<file path="src/rtl/mem_port_arbiter_pkg.sv">
// Shared encodings for the instruction/data memory port arbiter.
// State codes, memory access size codes (decoder memsizesel), and small helpers.
package mem_port_arbiter_pkg;

  typedef enum logic [1:0] {
    ARB_IDLE   = 2'd0,
    ARB_BUSY_I = 2'd1,
    ARB_BUSY_D = 2'd2,
    ARB_DONE   = 2'd3
  } arb_state_t;

  localparam logic [1:0] SIZE_W = 2'b00;
  localparam logic [1:0] SIZE_B = 2'b01;
  localparam logic [1:0] SIZE_H = 2'b10;

  localparam int STARVE_W = 4;

  // The unused code 11 is issued to memory as a full word.
  function automatic logic [1:0] norm_size(input logic [1:0] sz);
    case (sz)
      SIZE_B:  return SIZE_B;
      SIZE_H:  return SIZE_H;
      default: return SIZE_W;
    endcase
  endfunction

  function automatic logic [STARVE_W-1:0] sat_inc(input logic [STARVE_W-1:0] v,
                                                  input logic [STARVE_W-1:0] lim);
    return (v >= lim) ? lim : v + STARVE_W'(1);
  endfunction

endpackage

</file>
<file path="src/rtl/mem_port_arbiter_watchdog.sv">
// No-ack watchdog: loaded while the arbiter idles, counts during a transaction,
// and flags expiry so the transaction completes in cycle TIMEOUT after the grant.
module mem_port_arbiter_watchdog #(
  parameter int TIMEOUT = 64
) (
  input  logic clk,
  input  logic rst_n,
  input  logic i_load,
  input  logic i_count,
  output logic o_expire
);

  localparam int CW = $clog2(TIMEOUT) + 1;

  logic [CW-1:0] r_cnt;

  // The grant cycle itself counts as cycle 1.
  always_ff @(posedge clk) begin
    if (!rst_n) begin
      r_cnt <= '0;
    end else if (i_load) begin
      r_cnt <= CW'(1);
    end else if (i_count && !o_expire) begin
      r_cnt <= r_cnt + CW'(1);
    end
  end

  assign o_expire = (r_cnt == CW'(TIMEOUT - 1));

endmodule

</file>
<file path="src/rtl/mem_port_arbiter.sv">
// Shared instruction/data memory port sequencer: arbitrates fetch vs load/store,
// one transaction at a time, with anti-starvation for fetch and a no-ack watchdog.
module mem_port_arbiter
  import mem_port_arbiter_pkg::*;
#(
  parameter int STARVE_MAX = 3,
  parameter int TIMEOUT    = 64
) (
  input  logic        clk,
  input  logic        rst_n,
  input  logic        if_req,
  input  logic [31:0] if_addr,
  output logic        if_ready,
  output logic [31:0] if_instr,
  input  logic        d_read,
  input  logic        d_write,
  input  logic [31:0] d_addr,
  input  logic [31:0] d_wdata,
  input  logic [1:0]  d_size,
  output logic        d_ready,
  output logic [31:0] d_rdata,
  output logic        mem_req,
  output logic        mem_we,
  output logic [31:0] mem_addr,
  output logic [31:0] mem_wdata,
  output logic [1:0]  mem_size,
  input  logic        mem_ack,
  input  logic [31:0] mem_rdata,
  output logic        err
);

  localparam logic [STARVE_W-1:0] SMAX = STARVE_W'(STARVE_MAX);

  arb_state_t          r_state;
  logic [STARVE_W-1:0] r_starve;
  logic                r_if_ready, r_d_ready, r_mem_req, r_mem_we, r_err;
  logic [31:0]         r_if_instr, r_d_rdata, r_mem_addr, r_mem_wdata;
  logic [1:0]          r_mem_size;

  logic w_dp, w_grant_d, w_expire, w_end, w_idle, w_busy;

  assign w_dp      = d_read | d_write;
  assign w_idle    = (r_state == ARB_IDLE);
  assign w_busy    = (r_state == ARB_BUSY_I) || (r_state == ARB_BUSY_D);
  assign w_grant_d = w_dp && !(if_req && (r_starve == SMAX));
  assign w_end     = mem_ack || w_expire;

  mem_port_arbiter_watchdog #(.TIMEOUT(TIMEOUT)) u_wdog (
    .clk      (clk),
    .rst_n    (rst_n),
    .i_load   (w_idle),
    .i_count  (w_busy),
    .o_expire (w_expire)
  );

  always_ff @(posedge clk) begin
    if (!rst_n) begin
      r_state     <= ARB_IDLE;
      r_starve    <= '0;
      r_if_ready  <= 1'b0;
      r_d_ready   <= 1'b0;
      r_mem_req   <= 1'b0;
      r_mem_we    <= 1'b0;
      r_err       <= 1'b0;
      r_if_instr  <= '0;
      r_d_rdata   <= '0;
      r_mem_addr  <= '0;
      r_mem_wdata <= '0;
      r_mem_size  <= SIZE_W;
    end else begin
      case (r_state)
        ARB_IDLE: begin
          if (w_grant_d) begin
            r_state     <= ARB_BUSY_D;
            r_mem_req   <= 1'b1;
            r_mem_we    <= d_write;
            r_mem_addr  <= d_addr;
            r_mem_wdata <= d_wdata;
            r_mem_size  <= norm_size(d_size);
            if (if_req) r_starve <= sat_inc(r_starve, SMAX);
          end else if (if_req) begin
            r_state     <= ARB_BUSY_I;
            r_mem_req   <= 1'b1;
            r_mem_we    <= 1'b0;
            r_mem_addr  <= if_addr;
            r_mem_wdata <= '0;
            r_mem_size  <= SIZE_W;
            r_starve    <= '0;
          end
        end
        ARB_BUSY_I: begin
          if (w_end) begin
            r_if_instr <= mem_ack ? mem_rdata : 32'h0;
            r_if_ready <= 1'b1;
            r_mem_req  <= 1'b0;
            r_err      <= r_err | ~mem_ack;
            r_state    <= ARB_DONE;
          end
        end
        ARB_BUSY_D: begin
          if (w_end) begin
            if (!r_mem_we) r_d_rdata <= mem_ack ? mem_rdata : 32'h0;
            r_d_ready <= 1'b1;
            r_mem_req <= 1'b0;
            r_err     <= r_err | ~mem_ack;
            r_state   <= ARB_DONE;
          end
        end
        ARB_DONE: begin
          r_if_ready <= 1'b0;
          r_d_ready  <= 1'b0;
          r_state    <= ARB_IDLE;
        end
        default: r_state <= ARB_IDLE;
      endcase
    end
  end

  assign if_ready  = r_if_ready;
  assign if_instr  = r_if_instr;
  assign d_ready   = r_d_ready;
  assign d_rdata   = r_d_rdata;
  assign mem_req   = r_mem_req;
  assign mem_we    = r_mem_we;
  assign mem_addr  = r_mem_addr;
  assign mem_wdata = r_mem_wdata;
  assign mem_size  = r_mem_size;
  assign err       = r_err;

endmodule
</file>
<file path="config.mk">
export PLATFORM = sky130hd
export DESIGN_NAME = mem_port_arbiter
export DESIGN_NICKNAME = d
export VERILOG_FILES = /design/src/rtl/mem_port_arbiter_pkg.sv /design/src/rtl/mem_port_arbiter_watchdog.sv /design/src/rtl/mem_port_arbiter.sv
export SDC_FILE = /design/constraint.sdc
export NUM_CORES = 1
export LEC_CHECK = 0
export BUFFER_PORTS_ARGS = -buffer_cell sky130_fd_sc_hd__buf_4
export CELL_PAD_IN_SITES_DETAIL_PLACEMENT = 1
export CELL_PAD_IN_SITES_GLOBAL_PLACEMENT = 2
export CORE_ASPECT_RATIO = 1.4
export CORE_MARGIN = 2
export CORE_UTILIZATION = 24
export DETAILED_ROUTE_END_ITERATION = 7
export GPL_TIMING_DRIVEN = 1
export PLACE_DENSITY_LB_ADDON = 0.1
export SLEW_MARGIN = 30
export SYNTH_ARGS = -nofsm -noshare
export SYNTH_HDL_FRONTEND = slang
export SYNTH_SLANG_ARGS = --single-unit
</file>
<file path="constraint.sdc">
create_clock -name clk -period 1.48 [get_ports clk]
set_input_delay 0.148 -clock clk [delete_from_list [all_inputs] [get_ports clk]]
set_output_delay 0.148 -clock clk [all_outputs]
set_load 0.05 [all_outputs]
</file>
==> impl_metrics.csv <==
group,metric,value,unit
clocking,cts_made_buffers,17,
floorplanning,dieArea,0.0254,sq mm
flow_run,maxCapViolCount,0,
layout,area_growth,75.1,%
route,dr.pass1.iters,5,
route,top_layer,"met4",
logic_synthesis,synth_warnings,0,
pwr,ir_drop,1040,uV
worst_setup_path,startpoint_type,"flop",
logic_synthesis,avgSynthCellArea,9.89,sq um
pwr,power.total,18.3,mW
layout,layout.cells.non_filler,1276,
layout,antenna_cells,0,
layout,fin_nets,1095,
logic_synthesis,netlist.area_leader.share,0.512,
logic_synthesis,ys_types,46,
sta,fin_crit_sh,1.06,
clocking,htree_levels,4,
route,vias,5941,
place,dp.cells,1146,
floorplanning,initial_core_util,0.243,
global_routing,antenna_found_initial,0,
logic_synthesis,async_reset_ff_frac,0,
route,route.met2.wl,11300,um
sta,setup_viol,82,
layout,fill_cells,2662,
floorplanning,fp.dieH,188,um
logic_synthesis,synth_cells,585,
sta,finalHoldViolCount,1,
run_status,violations,"hold timing, setup timing",
sta,slew_violations,0,
sta,fin_skew,0.0145,ns
worst_setup_path,r2r_end,"if_instr[5]$_SDFFE_PN0P_",
place,port_buffers,270,
place,dp_hpwl,14000,um
global_routing,grt_overflow,0,
global_routing,track_usage,0.162,
sta,hold_ws,-0.00645,ns
sta,grt_setup_unrepaired,"true",
sta,final.setup.worst_slack,-0.0935,ns
layout,drive_gt1_frac,0.403,
place,place_area,0.00835,sq mm
floorplanning,io_pins,271,
route,ant_nets,0,
sta,maxSlewHeadroom,0.747,
global_routing,grt_pass1_wl,32400,um
worst_setup_path,rr_startpoint,"u_wdog.r_cnt[1]$_SDFFE_PP0P_",
global_routing,grt_max_degree,80,
route,route.met3.wl,1280,um
sta,setup_tns,-2.91,ns
logic_synthesis,syn_area,0.00578,sq mm
worst_setup_path,worstPathArrival,1.89,ns
min_path,hp-start,"d_addr[5]",
worst_setup_path,r2r_slack,-0.09,ns
clocking,clk_pin_slew_worst_paths,0.06,ns
clocking,root_buffer,"clkbuf_16",
min_path,worstHoldPathType,"in -> reg",
logic_synthesis,synth_edf_count,0,
place,gp_congestion,0.782,
logic_synthesis,syn_nets,727,
clocking,cts_tree,"yes",
logic_synthesis,ys_top_cells_by_area,"dfxtp_1 (51%), mux2i_1 (6.1%), a32o_1 (5.5%)",
floorplanning,die_w,135,um
worst_setup_path,critPathKind,"reg -> reg",
pwr,powerDensity,1800,mW/mm^2
logic_synthesis,ys_ff_latch,148,
logic_synthesis,ys.flop_type,"dfxtp_1",
sta,finalCriticalPeriod,1.57,ns
sta,tightest_slew,0.378,ns
pwr,p_leak,4.40,nW
sta,max_freq,636,MHz
layout,stdcell_area,0.0101,sq mm
route,wl_met1,8270,um
clocking,clkSinkCount,148,
route,post-route-drc-count,0,
logic_synthesis,yosysSeqAreaShare,0.512,
worst_setup_path,cp.required,1.79,ns
clocking,clk_latency,0.43,ns
run_status,status,"finished with violations",
worst_setup_path,rr_worst_depth,6,
logic_synthesis,synth_largest_area_cell,"dfxtp_1",
worst_setup_path,crit_path_max_fanout,8,
floorplanning,core_area,0.0238,sq mm
worst_setup_path,cp-endpoint,"if_instr[5]$_SDFFE_PN0P_",
clocking,clock_path_buffers,2,
route,postRouteWirelength,21200,um
worst_setup_path,endpoint_kind,"flop",
route,viasPerCell,4.66,
floorplanning,rows,67,
route,drt-initial-drc-count,219,
global_routing,grt_pass1_vias,6237,
route,avgRoutedWirePerCell,16.6,um
worst_setup_path,worstSetupStartpoint,"u_wdog.r_cnt[1]$_SDFFE_PP0P_",
cells in the final DEF (no fill, tap or decap), types with 9 or more instances in the layout:
cell type	count
nand2_1	42
buf_12	13
o21ai_1	33
clkbuf_16	18
a22oi_1	32
nand4_1	35
nor2_1	9
nor2b_1	36
buf_4	299
dfxtp_1	143
mux2i_1	27
o21ai_0	33
a32o_1	32
dlygate4sd3_1	84
a21oi_1	34
Yosys cell counts (6+ instances only):
library cell,number
clkbuf_1,35
a32o_1,32
o21ai_0,64
dfxtp_1,148
buf_2,9
ha_1,6
nor2_1,9
inv_1,6
a21oi_1,36
nand2_1,42
nand4_1,35
a22oi_1,33
mux2i_1,35
nor2b_1,38
buf_6,6
power breakdown:
part | switching (mW) | total, mW | internal, mW | leakage, nW
Sequential | 0.464 | 5.29 | 4.83 | 1.21
Combinational | 5.46 | 8.65 | 3.20 | 2.90
Clock | 1.68 | 4.33 | 2.66 | 0.286
routing by layer:
metal / track usage / vias up
met2: 0.300 / 184
met1: 0.172 / 2837
met4: 0.0549 / 0
met5: 0 / -
li1: - / 2899
met3: 0.0479 / 21
worst min-delay path by stage:
stage,end,cells after the start
3_5_place_dp,d_rdata[29]$_SDFFE_PN0P_,3
5_1_grt,mem_addr[17]$_SDFFE_PN0P_,3
4_1_cts,mem_addr[2]$_SDFFE_PN0P_,3
6_report,mem_addr[5]$_SDFFE_PN0P_,3
2_1_floorplan,d_rdata[0]$_SDFFE_PN0P_,2
3_3_place_gp,d_rdata[29]$_SDFFE_PN0P_,3
metrics by stage:
| stage | setup WS [ns] | utilization |
|---|---|---|
| 2_1_floorplan | -0.0195 | - |
| 3_3_place_gp | -0.118 | 0.351 |
| 3_5_place_dp | -0.170 | 0.351 |
| 4_1_cts | -0.0710 | 0.416 |
| 5_1_grt | -0.136 | 0.425 |
| 6_report | -0.0935 | 0.425 |
layout make-up:
class	instances	area (sq um)	area share
clock inverters	8	98.8	0.00976
inverters	6	22.5	0.00222
clock buffers	24	492	0.0486
well taps	310	388	0.0383
repair buffers	401	3420	0.338
flip-flops and latches	148	2970	0.293
multi-input cells	379	2740	0.270
critical path, cell delays in order, from the launching register on:
cell and delay (ns):
dfxtp_2 0.35, ha_4 0.13, and4b_4 0.26, a21oi_4 0.08
buf_12 0.15, o21a_4 0.25, a32o_1 0.22
cells by family after synthesis:
family,count (synthesis),share of synthesized area
flip-flops,148,0.512
AO/OA/AOI/OAI,185,0.215
multiplexers,35,0.0606
buffers and inverters,61,0.0506
adder cells (fa/ha/maj),6,0.0130
AND/OR/NAND/NOR,145,0.141
XOR/XNOR,5,0.00757
registers in the layout, summed over array words and instances, names as in the netlist, 2 cells and up:
name          count
mem_addr         32
if_instr         32
d_rdata          32
mem_wdata        32
mem_size          2
r_state           2
r_starve          4
u_wdog.r_cnt      7
what timing repair did:
item	in CTS	in global routing
buffers inserted	2	7
pin swaps	18	20
gates resized for setup	50	25
hold buffers	83	1
hold endpoints to repair	101	1
gates cloned	2	3
endpoints found under the setup margin	139	106
No activity file was read; power rests on OpenSTA's default activity.
